==> src/rtl/phase_detector_tdc_sync_if.sv <==
// Control and result signals of the clocked phase detector.
// The master modport drives the inputs; the slave modport is the detector itself.
interface phase_detector_tdc_sync_if #(
  parameter int WIDTH = 8
);
  logic             enable_i;
  logic             reference_i;
  logic             generated_i;
  logic [WIDTH-1:0] pd_clock_cycles_o;
  logic             pd_valid_o;
  logic             slip_o;

  modport master (
    output enable_i, reference_i, generated_i,
    input  pd_clock_cycles_o, pd_valid_o, slip_o
  );

  modport slave (
    input  enable_i, reference_i, generated_i,
    output pd_clock_cycles_o, pd_valid_o, slip_o
  );
endinterface

==> src/rtl/phase_detector_tdc_sync.sv <==
// Clocked time-to-digital phase detector: signed reference/generated edge spacing
// in fpga_clk_i cycles, with slip detection, saturation and optional averaging.
module phase_detector_tdc_sync #(
  parameter int WIDTH       = 8,
  parameter int SYNC_STAGES = 2,
  parameter int AVG_LOG2    = 0
) (
  input logic                     fpga_clk_i,
  input logic                     reset_n_i,
  phase_detector_tdc_sync_if.slave pd_if
);
  localparam int CW = (AVG_LOG2 > 0) ? AVG_LOG2 : 1;
  localparam int AW = WIDTH + AVG_LOG2;
  localparam int MW = $clog2(SYNC_STAGES + 2);
  localparam logic [MW-1:0]    MASK_DONE   = MW'(SYNC_STAGES + 1);
  localparam logic [WIDTH-2:0] CNT_MAX     = '1;
  localparam logic [WIDTH-2:0] CNT_ONE     = (WIDTH-1)'(1);
  localparam logic [CW-1:0]    LAST_SAMPLE = CW'((1 << AVG_LOG2) - 1);

  typedef enum logic [1:0] {IDLE, REF_LEAD, GEN_LEAD} state_t;

  logic [SYNC_STAGES-1:0] ref_sync_q, ref_sync_d, gen_sync_q, gen_sync_d;
  logic                   ref_hist_q, ref_hist_d, gen_hist_q, gen_hist_d;
  logic [MW-1:0]          mask_q, mask_d;
  state_t                 state_q, state_d;
  logic [WIDTH-2:0]       cnt_q, cnt_d;
  logic signed [AW-1:0]   acc_q, acc_d;
  logic [CW-1:0]          nsamp_q, nsamp_d;
  logic                   win_slip_q, win_slip_d;
  logic [WIDTH-1:0]       pd_q, pd_d;
  logic                   valid_q, valid_d;
  logic                   slip_q, slip_d;

  logic                   armed, ref_rise, gen_rise;
  logic                   meas_valid, meas_slip, cnt_sat;
  logic signed [WIDTH-1:0] meas_val;
  logic [WIDTH-2:0]       cnt_inc;
  logic signed [AW-1:0]   sum, avg;

  // The history flop keeps tracking during the post-reset mask, so a level
  // that was already high at release never looks like a fresh edge.
  always_comb begin
    ref_sync_d = {ref_sync_q[SYNC_STAGES-2:0], pd_if.reference_i};
    gen_sync_d = {gen_sync_q[SYNC_STAGES-2:0], pd_if.generated_i};
    ref_hist_d = ref_sync_q[SYNC_STAGES-1];
    gen_hist_d = gen_sync_q[SYNC_STAGES-1];
    armed      = (mask_q == MASK_DONE);
    mask_d     = armed ? mask_q : mask_q + MW'(1);
    ref_rise   = armed & ref_sync_q[SYNC_STAGES-1] & ~ref_hist_q;
    gen_rise   = armed & gen_sync_q[SYNC_STAGES-1] & ~gen_hist_q;
  end

  always_comb begin
    state_d    = state_q;
    cnt_d      = cnt_q;
    meas_valid = 1'b0;
    meas_val   = '0;
    meas_slip  = 1'b0;
    cnt_sat    = (cnt_q == CNT_MAX);
    cnt_inc    = cnt_sat ? cnt_q : cnt_q + CNT_ONE;
    unique case (state_q)
      IDLE: begin
        if (ref_rise && gen_rise) begin
          meas_valid = 1'b1;
        end else if (ref_rise) begin
          cnt_d   = CNT_ONE;
          state_d = REF_LEAD;
        end else if (gen_rise) begin
          cnt_d   = CNT_ONE;
          state_d = GEN_LEAD;
        end
      end
      REF_LEAD: begin
        if (gen_rise) begin
          meas_valid = 1'b1;
          meas_val   = {1'b0, cnt_q};
          meas_slip  = cnt_sat;
          if (ref_rise) begin
            cnt_d = CNT_ONE;
          end else begin
            cnt_d   = '0;
            state_d = IDLE;
          end
        end else if (ref_rise) begin
          meas_valid = 1'b1;
          meas_val   = {1'b0, CNT_MAX};
          meas_slip  = 1'b1;
          cnt_d      = CNT_ONE;
        end else begin
          cnt_d = cnt_inc;
        end
      end
      GEN_LEAD: begin
        if (ref_rise) begin
          meas_valid = 1'b1;
          meas_val   = -{1'b0, cnt_q};
          meas_slip  = cnt_sat;
          if (gen_rise) begin
            cnt_d = CNT_ONE;
          end else begin
            cnt_d   = '0;
            state_d = IDLE;
          end
        end else if (gen_rise) begin
          meas_valid = 1'b1;
          meas_val   = -{1'b0, CNT_MAX};
          meas_slip  = 1'b1;
          cnt_d      = CNT_ONE;
        end else begin
          cnt_d = cnt_inc;
        end
      end
      default: state_d = IDLE;
    endcase
    if (!pd_if.enable_i) begin
      state_d    = IDLE;
      cnt_d      = '0;
      meas_valid = 1'b0;
    end
  end

  // With AVG_LOG2 = 0 the accumulator is always zero and every sample is the last.
  always_comb begin
    sum        = acc_q + AW'(meas_val);
    avg        = sum >>> AVG_LOG2;
    acc_d      = acc_q;
    nsamp_d    = nsamp_q;
    win_slip_d = win_slip_q;
    pd_d       = pd_q;
    valid_d    = 1'b0;
    slip_d     = slip_q;
    if (!pd_if.enable_i) begin
      acc_d      = '0;
      nsamp_d    = '0;
      win_slip_d = 1'b0;
    end else if (meas_valid) begin
      if (nsamp_q == LAST_SAMPLE) begin
        pd_d       = avg[WIDTH-1:0];
        valid_d    = 1'b1;
        slip_d     = win_slip_q | meas_slip;
        acc_d      = '0;
        nsamp_d    = '0;
        win_slip_d = 1'b0;
      end else begin
        acc_d      = sum;
        nsamp_d    = nsamp_q + CW'(1);
        win_slip_d = win_slip_q | meas_slip;
      end
    end
  end

  always_ff @(posedge fpga_clk_i or negedge reset_n_i) begin
    if (!reset_n_i) begin
      ref_sync_q <= '0;
      gen_sync_q <= '0;
      ref_hist_q <= 1'b0;
      gen_hist_q <= 1'b0;
      mask_q     <= '0;
      state_q    <= IDLE;
      cnt_q      <= '0;
      acc_q      <= '0;
      nsamp_q    <= '0;
      win_slip_q <= 1'b0;
      pd_q       <= '0;
      valid_q    <= 1'b0;
      slip_q     <= 1'b0;
    end else begin
      ref_sync_q <= ref_sync_d;
      gen_sync_q <= gen_sync_d;
      ref_hist_q <= ref_hist_d;
      gen_hist_q <= gen_hist_d;
      mask_q     <= mask_d;
      state_q    <= state_d;
      cnt_q      <= cnt_d;
      acc_q      <= acc_d;
      nsamp_q    <= nsamp_d;
      win_slip_q <= win_slip_d;
      pd_q       <= pd_d;
      valid_q    <= valid_d;
      slip_q     <= slip_d;
    end
  end

  assign pd_if.pd_clock_cycles_o = pd_q;
  assign pd_if.pd_valid_o        = valid_q;
  assign pd_if.slip_o            = slip_q;
endmodule

==> src/flat_wrapper.sv <==
// flat-port wrapper written by rule: the top's interface ports become plain ports
module phase_detector_tdc_sync_flat 
#(
  parameter int WIDTH       = 8,
  parameter int SYNC_STAGES = 2,
  parameter int AVG_LOG2    = 0
)
  (fpga_clk_i, reset_n_i, pd_if_enable_i, pd_if_reference_i, pd_if_generated_i, pd_if_pd_clock_cycles_o, pd_if_pd_valid_o, pd_if_slip_o);
  phase_detector_tdc_sync_if #(.WIDTH(WIDTH)) pd_if_i ();
  input logic fpga_clk_i;
  input logic reset_n_i;
  input wire logic [$bits(pd_if_i.enable_i)-1:0] pd_if_enable_i;
  input wire logic [$bits(pd_if_i.reference_i)-1:0] pd_if_reference_i;
  input wire logic [$bits(pd_if_i.generated_i)-1:0] pd_if_generated_i;
  output wire logic [$bits(pd_if_i.pd_clock_cycles_o)-1:0] pd_if_pd_clock_cycles_o;
  output wire logic [$bits(pd_if_i.pd_valid_o)-1:0] pd_if_pd_valid_o;
  output wire logic [$bits(pd_if_i.slip_o)-1:0] pd_if_slip_o;
  assign pd_if_i.enable_i = pd_if_enable_i;
  assign pd_if_i.reference_i = pd_if_reference_i;
  assign pd_if_i.generated_i = pd_if_generated_i;
  assign pd_if_pd_clock_cycles_o = pd_if_i.pd_clock_cycles_o;
  assign pd_if_pd_valid_o = pd_if_i.pd_valid_o;
  assign pd_if_slip_o = pd_if_i.slip_o;
  phase_detector_tdc_sync #(.WIDTH(WIDTH), .SYNC_STAGES(SYNC_STAGES), .AVG_LOG2(AVG_LOG2)) u_core (.fpga_clk_i(fpga_clk_i), .reset_n_i(reset_n_i), .pd_if(pd_if_i));
endmodule
==> config.mk <==
export PLATFORM = sky130hd
export DESIGN_NAME = phase_detector_tdc_sync_flat
export DESIGN_NICKNAME = d
export VERILOG_FILES = /design/src/rtl/phase_detector_tdc_sync_if.sv /design/src/rtl/phase_detector_tdc_sync.sv /design/src/flat_wrapper.sv
export SDC_FILE = /design/constraint.sdc
export NUM_CORES = 1
export LEC_CHECK = 0
export ABC_CLOCK_PERIOD_IN_PS = 5400
export CAP_MARGIN = 40
export CORE_ASPECT_RATIO = 1.75
export CORE_MARGIN = 3
export CORE_UTILIZATION = 45
export CTS_BUF_LIST = sky130_fd_sc_hd__clkbuf_8
export DETAILED_ROUTE_END_ITERATION = 12
export PLACE_DENSITY = 0.74
export SETUP_SLACK_MARGIN = 0.15
export SYNTH_ARGS = -nofsm -noshare
export SYNTH_HDL_FRONTEND = slang
export SYNTH_SLANG_ARGS = --single-unit
==> constraint.sdc <==
create_clock -name fpga_clk_i -period 5.4 [get_ports fpga_clk_i]
set_input_delay 0.54 -clock fpga_clk_i [delete_from_list [all_inputs] [get_ports fpga_clk_i]]
set_output_delay 0.54 -clock fpga_clk_i [all_outputs]
set_load 0.005 [all_outputs]
=== Yosys cells after proc, flatten, opt, wreduce, memory -nomap -nowiden ===
Cells that the tools add are included.

* Bits in registers: 37
* Output and inout bits: 10
* Word-level logic and storage cells: 91

* $add $sub $neg: 5
* Equal/unequal tests: 12
* Multiplexer cells: 48
* Bitwise logic cells: 8
* Reduce and logical (&&, ||, !) cells: 5

{| class="wikitable"
|+ Operator list
! kind !! count
|-
| $mux 7 || 10
|-
| $mux 8 || 6
|-
| $pmux 7 s3 || 1
|-
| $mux 1 || 19
|-
| $mux 2 || 8
|-
| $pmux 8 s2 || 1
|-
| $ne 3x3->1 const B || 3
|-
| $add 8x8->8 || 1
|-
| $neg 7->8 || 1
|-
| $add 7x1->7 const B || 1
|-
| $eq 7x7->1 const B || 1
|-
| $ne 3x2->1 const B || 2
|-
| $pmux 2 s3 || 1
|-
| $reduce_and 3->1 || 2
|-
| $reduce_and 6->1 || 1
|-
| $and 1x1->1 || 4
|-
| $eq 2x2->1 const B || 2
|-
| $ne 4x1->1 const B || 1
|-
| $ne 4x2->1 const B || 1
|-
| $not 1->1 || 3
|-
| $pmux 1 s3 || 1
|-
| $add 2x1->2 const B || 1
|-
| $eq 2x1->1 const B || 1
|-
| $logic_not 2->1 || 1
|-
| other kinds (5) || 5
|}

=== Longest topological paths before layout ===
* Depth after elaboration: 10
* Mapped depth: 8

=== Worst setup path after synthesis ===
OpenSTA, ideal clock, no wires.

* Kind: register to register
* Start point: reg u_core.cnt_q[0]
* End point: reg u_core.pd_q[6], in the netlist u_core.pd_if.pd_clock_cycles_o[6]
* Library setup time: 0.130 ns
* Arrival time: 1.643 ns
* Data required time: 5.270 ns
* Slack: 3.627 ns
* Stages on the path, launching flop included: 8
* Buffers on the path: 0
* Period minus slack after synthesis: 1.773 ns
* Path through: dfrtp_1 inv_1 ha_1 or3b_2 nor3_1 nor3_1 a211oi_1 o21ai_0

* Cells in the longest elaborated chain, start to end: 4

{| class="wikitable"
|+ Ends and longest elaborated chain
! item !! RTL line !! source
|-
| from (decl) || phase_detector_tdc_sync.sv:26 || <nowiki>logic [WIDTH-2:0] cnt_q, cnt_d;</nowiki>
|-
| from (signal assigned) || phase_detector_tdc_sync.sv:174 || <nowiki>cnt_q <= cnt_d;</nowiki>
|-
| $neg 7->8 || phase_detector_tdc_sync.sv:96 || <nowiki>meas_val = -{1'b0, cnt_q};</nowiki>
|-
| $mux 8 || phase_detector_tdc_sync.sv:94 || <nowiki>if (ref_rise) begin</nowiki>
|-
| $pmux 8 s2 (*) || phase_detector_tdc_sync.sv:61 || <nowiki>unique case (state_q)</nowiki>
|-
| $add 8x8->8 (*) || phase_detector_tdc_sync.sv:124 || <nowiki>sum = acc_q + AW'(meas_val);</nowiki>
|-
| to (signal assigned) || phase_detector_tdc_sync.sv:178 || <nowiki>pd_q <= pd_d;</nowiki>
|-
| to (decl) || phase_detector_tdc_sync.sv:30 || <nowiki>logic [WIDTH-1:0] pd_q, pd_d;</nowiki>
|}

Every way passes the cells marked *; elsewhere a longest branch is shown, timed or not.
A chain may end at the register's enable or synchronous reset.

=== Worst setup path after layout ===
* Start point: reg u_core.ref_sync_q[1]
* End point: reg u_core.cnt_q[1]

* Cells in the longest elaborated chain, start to end: 6

{| class="wikitable"
|+ Ends and longest elaborated chain
! item !! RTL line !! source
|-
| from (decl) || phase_detector_tdc_sync.sv:22 || <nowiki>logic [SYNC_STAGES-1:0] ref_sync_q, ref_sync_d, gen_sync_q, gen_sync_d;</nowiki>
|-
| from (signal assigned) || phase_detector_tdc_sync.sv:168 || <nowiki>ref_sync_q <= ref_sync_d;</nowiki>
|-
| $and 1x1->1 (*) (2 in a row) || phase_detector_tdc_sync.sv:49 || <nowiki>ref_rise = armed & ref_sync_q[SYNC_STAGES-1] & ~ref_hist_q;</nowiki>
|-
| $mux 7, on equally long branches || phase_detector_tdc_sync.sv:84, phase_detector_tdc_sync.sv:65 ||
|-
| $mux 7, on equally long branches || phase_detector_tdc_sync.sv:74, phase_detector_tdc_sync.sv:63 ||
|-
| $pmux 7 s3 || phase_detector_tdc_sync.sv:61 ||
|-
| $mux 7 || phase_detector_tdc_sync.sv:115 || <nowiki>if (!pd_if.enable_i) begin</nowiki>
|}

Every way passes the cells marked *; elsewhere a longest branch is shown, timed or not. The select of a mux whose other input is x is not followed.

==> flow_summary.html <==
<table>
<tr><th>Metric</th><th>Value</th></tr>
<tr><th colspan="2">Outcome</th></tr>
<tr><td>Result of the run</td><td>completed</td></tr>
<tr><th colspan="2">Setup path</th></tr>
<tr><td>Crit. End Element</td><td>flip-flop</td></tr>
<tr><td>Crit Path Class</td><td>flip-flop to flip-flop</td></tr>
<tr><td>Arrival @ worst endpoint</td><td>approximately 2300 ps</td></tr>
<tr><td>Kind of start point of the critical path</td><td>flip-flop</td></tr>
<tr><td>Biggest fanout along the worst timing path</td><td>14</td></tr>
<tr><td>Slowest cell on crit path</td><td>sky130_fd_sc_hd__nor2b_1</td></tr>
<tr><td>Cell type group with the largest total delay on the critical path</td><td>compound AO/OA/AOI/OAI gates</td></tr>
<tr><td>Critical path buffers and inverters</td><td>0</td></tr>
<tr><td>Ordered list of cells on the worst path</td><td>nor2b_1, xnor2_1, o221ai_2, o21ai_0, a22o_1</td></tr>
<tr><td>Longest individual stage delay on the worst path</td><td>540 ps</td></tr>
<tr><td>Required time of the critical path</td><td>5560 ps</td></tr>
<tr><th colspan="2">Detailed routing</th></tr>
<tr><td>Average routed wire per standard cell</td><td>approximately 15 um</td></tr>
<tr><td>Highest routed metal layer</td><td>met4</td></tr>
<tr><td>Detailed-routing wirelength on met1</td><td>1.25 mm</td></tr>
<tr><td>Drt total wl</td><td>3.23 mm</td></tr>
<tr><td>Via/cell ratio</td><td>roughly 5.8</td></tr>
<tr><td>Met2 wirelength from detailed routing</td><td>1.75 mm</td></tr>
<tr><td>Iteration count of the initial detailed-routing pass</td><td>4</td></tr>
<tr><td>Via total after detailed routing</td><td>about 1300</td></tr>
<tr><td>Detailed Route Iter0 Violations</td><td>28</td></tr>
<tr><td>Post-detailed-route DRC marker count</td><td>0</td></tr>
<tr><td>Remaining number of nets flagged by the antenna check after routing</td><td>0</td></tr>
<tr><td>Routed length on met3</td><td>roughly 100 um</td></tr>
<tr><th colspan="2">Die</th></tr>
<tr><td>Horizontal die dimension</td><td>51.0 um</td></tr>
<tr><td>Floorplan row count</td><td>28</td></tr>
<tr><td>Overall die height</td><td>84.8 um</td></tr>
<tr><td>IO Pins</td><td>15</td></tr>
<tr><td>Starting utilization of the core area</td><td>47.0%</td></tr>
<tr><td>Core area</td><td>around 3400 um^2</td></tr>
<tr><td>Overall die area</td><td>4330 um^2</td></tr>
<tr><th colspan="2">Final layout</th></tr>
<tr><td>Post-layout nets</td><td>185</td></tr>
<tr><td>Fraction of layout instances using a drive strength above 1</td><td>11.6%</td></tr>
<tr><td>Layout filler cell count</td><td>317</td></tr>
<tr><td>Flip-flop and latch area</td><td>around 680 um^2</td></tr>
<tr><td>Most frequent cells in the layout</td><td>sky130_fd_sc_hd__dfrtp_1, sky130_fd_sc_hd__nand2_1, sky130_fd_sc_hd__clkdlybuf4s50_1, sky130_fd_sc_hd__inv_1, sky130_fd_sc_hd__a21oi_1</td></tr>
<tr><td>Inserted Diodes</td><td>0</td></tr>
<tr><td>Area growth from synthesis to final layout</td><td>10.2%</td></tr>
<tr><td>Most common cell after layout, fill and taps aside</td><td>sky130_fd_sc_hd__dfrtp_1</td></tr>
<tr><td>Area taken by multi-input logic gates</td><td>796 um^2</td></tr>
<tr><th colspan="2">Pwr</th></tr>
<tr><td>Final total power</td><td>400 uW</td></tr>
<tr><td>Leakage power summed over all cells</td><td>0.000768 uW</td></tr>
<tr><td>IR drop worst, VDD</td><td>204 uV</td></tr>
<tr><td>Areal power density over the cells</td><td>228 nW/um^2</td></tr>
<tr><th colspan="2">Clocking</th></tr>
<tr><td>Hold-fix buffers, CTS</td><td>0</td></tr>
<tr><td>Number of buffers inserted to repair setup after CTS</td><td>0</td></tr>
<tr><td>Count of instances resized after the clock tree is built</td><td>0</td></tr>
<tr><td>TritonCTS buffer count</td><td>3</td></tr>
<tr><td>Clock-pin transition on the worst setup and hold timing paths</td><td>90 ps</td></tr>
<tr><td>Number of levels the H-tree was split into</td><td>1</td></tr>
<tr><td>Max Root-Sink Buffers</td><td>2</td></tr>
<tr><td>TritonCTS clock tree</td><td>yes</td></tr>
<tr><td>Number of clock sinks</td><td>27</td></tr>
<tr><td>Root buffer cell</td><td>sky130_fd_sc_hd__clkbuf_8</td></tr>
<tr><td>Latest clock arrival within the worst-skew pair</td><td>270 ps</td></tr>
<tr><th colspan="2">Logic synthesis</th></tr>
<tr><td>Synth Register Bits</td><td>27</td></tr>
<tr><td>Leading register cell type out of synthesis</td><td>sky130_fd_sc_hd__dfrtp_1</td></tr>
<tr><td>Synthesized Nets</td><td>174</td></tr>
<tr><td>Number of warnings issued by yosys</td><td>0</td></tr>
<tr><td>Average instance area after synthesis</td><td>between 9 and 10 um^2</td></tr>
<tr><td>Netlist area before placement</td><td>roughly 1600 um^2</td></tr>
<tr><td>Number of enable-type register cells in the synthesized netlist</td><td>0</td></tr>
<tr><td>Share of flip-flops with an asynchronous set or reset after synthesis</td><td>100%</td></tr>
<tr><td>Cell count after synthesis</td><td>162</td></tr>
<tr><td>Number of distinct library cells after synthesis</td><td>49</td></tr>
<tr><td>Sequential element share of the synthesized area</td><td>around 42%</td></tr>
<tr><th colspan="2">Global route</th></tr>
<tr><td>Vias in the first global route</td><td>1261</td></tr>
<tr><td>Pin count of the biggest net entering global routing</td><td>28</td></tr>
<tr><td>Overall fraction of global-route tracks in use</td><td>16.8%</td></tr>
<tr><td>Antenna violations before repair</td><td>0</td></tr>
<tr><td>Global route overflow</td><td>0</td></tr>
<tr><td>Global-route wire length before repair</td><td>approximately 5.6 mm</td></tr>
<tr><th colspan="2">Timing</th></tr>
<tr><td>Count of endpoints failing setup in the final report</td><td>0</td></tr>
<tr><td>Measured slew at the worst slew-check pin</td><td>625 ps</td></tr>
<tr><td>Min Clock Period, post-route</td><td>2150 ps</td></tr>
<tr><td>Final TNS setup</td><td>0 ps</td></tr>
<tr><td>Final Cycle Share</td><td>between 30% and 40%</td></tr>
<tr><td>Max transition margin</td><td>58.3%</td></tr>
<tr><td>Max Fclk</td><td>465 MHz</td></tr>
<tr><td>Pins over their slew limit</td><td>0</td></tr>
<tr><td>RSZ-0062 raised after global routing</td><td>false</td></tr>
<tr><td>Final Hold Fails</td><td>0</td></tr>
<tr><td>Clock Skew</td><td>5.87 ps</td></tr>
<tr><th colspan="2">Placed design</th></tr>
<tr><td>Detailed placement HPWL</td><td>2.45 mm</td></tr>
<tr><td>Routability Congestion</td><td>0.900</td></tr>
<tr><td>Buffers on Ports</td><td>14</td></tr>
<tr><th colspan="2">Run</th></tr>
<tr><td>MaxCap Viol Count</td><td>0</td></tr>
<tr><th colspan="2">Min path</th></tr>
<tr><td>Hold/Removal Path Class</td><td>flip-flop to flip-flop</td></tr>
</table>
[layer usage]
layer	GRT usage [%]	vias up
li1	-	610
met1	17.4	602
met2	30.3	32
met3	2.31	13
met4	10.8	0
met5	0	-
[cells by family (layout without fill, tap and decap cells)]
family          count (synthesis)  count (layout)  share of synthesized area, %
compound gates                 53              53                          23.7
simple gates                   51              51                          17.7
flops                          27              27                          42.3
buf+inv                        19              29                          7.84
fa+ha+maj                       7               7                          5.49
xor+xnor                        3               3                          1.65
mux                             2               2                          1.33
[worst register-to-register path, delay by kind of cell, from the launching register on]
kind / cells / cell delay (ps)
AO/OA/AOI/OAI: 3 / 920
AND/OR/NAND/NOR: 1 / 540
flip-flops: 1 / 410
XOR/XNOR: 1 / 160
[where the power goes]
group	switching [uW]	total, uW	internal (uW)
Clock	62.5	114	51.7
Combinational	42.3	72.0	29.7
Sequential	5.90	214	208
[cells in the mapped netlist (all sizes together) (2+ instances only)]
library cell | instances | area, um^2
o311ai | 2 | 17.5
clkbuf | 5 | 58.8
buf | 4 | 28.8
nor2 | 9 | 33.8
a22o | 5 | 43.8
nor3b | 2 | 15.0
xnor2 | 3 | 26.3
inv | 10 | 37.5
nand2 | 16 | 60.1
a31o | 4 | 35.0
nand3 | 4 | 20.0
o21ai | 12 | 60.1
nor3 | 6 | 30.0
a211oi | 2 | 15.0
a21oi | 10 | 50.1
dfrtp | 27 | 676
ha | 7 | 87.6
and3 | 4 | 27.5
a21o | 2 | 15.0
or3 | 2 | 22.5
a211o | 3 | 26.3
nand4b | 2 | 23.8
[through the flow]
stage / instances / setup WS, ps / area (um^2) / hold WS (ps) / utilization, %
2_1_floorplan: 162 / 3630 / 1600 / 244 / -
3_5_place_dp: 213 / 3200 / 1710 / 347 / 50.4
6_report: 217 / 3250 / 1760 / 365 / 51.8
4_1_cts: 217 / 3260 / 1760 / 369 / 51.8
5_1_grt: 217 / 3000 / 1760 / 383 / 51.8
3_3_place_gp: 213 / 3260 / 1710 / 334 / 50.4
[layout make-up]
type	count	area share (%)
multi-input cells	116	45.2
repair buffers	15	8.39
clock inverters	1	0.284
clock buffers	3	2.35
well taps	45	3.20
inverters	10	2.13
flip-flops and latches	27	38.4
[path summary, 6_finish.rpt]
| path | end | slack (ps) | cells after the start | startpoint |
|---|---|---|---|---|
| setup / recovery | u_core.cnt_q[1] | 3250 | 5 | u_core.ref_sync_q[1] |
| hold / removal | u_core.gen_sync_q[1] | 370 | 0 | u_core.gen_sync_q[0] |
| setup reg to reg | u_core.cnt_q[1] | 3250 | 5 | u_core.ref_sync_q[1] |
| hold reg to reg | u_core.gen_sync_q[1] | 370 | 0 | u_core.gen_sync_q[0] |
| max in group asynchronous | u_core.cnt_q[5] | 4520 | 2 | reset_n_i |
| min in group asynchronous | u_core.state_q[1] | 620 | 2 | reset_n_i |
[registers in the layout, indices dropped and copies added (netlist names)]
signal,flops
u_core.gen_hist_q,1
u_core.gen_sync_q,2
u_core.ref_hist_q,1
u_core.pd_if.pd_clock_cycles_o,8
u_core.pd_if.pd_valid_o,1
u_core.state_q,2
u_core.cnt_q,7
u_core.pd_if.slip_o,1
u_core.ref_sync_q,2
u_core.mask_q,2
(Power assumes the default switching activity.)
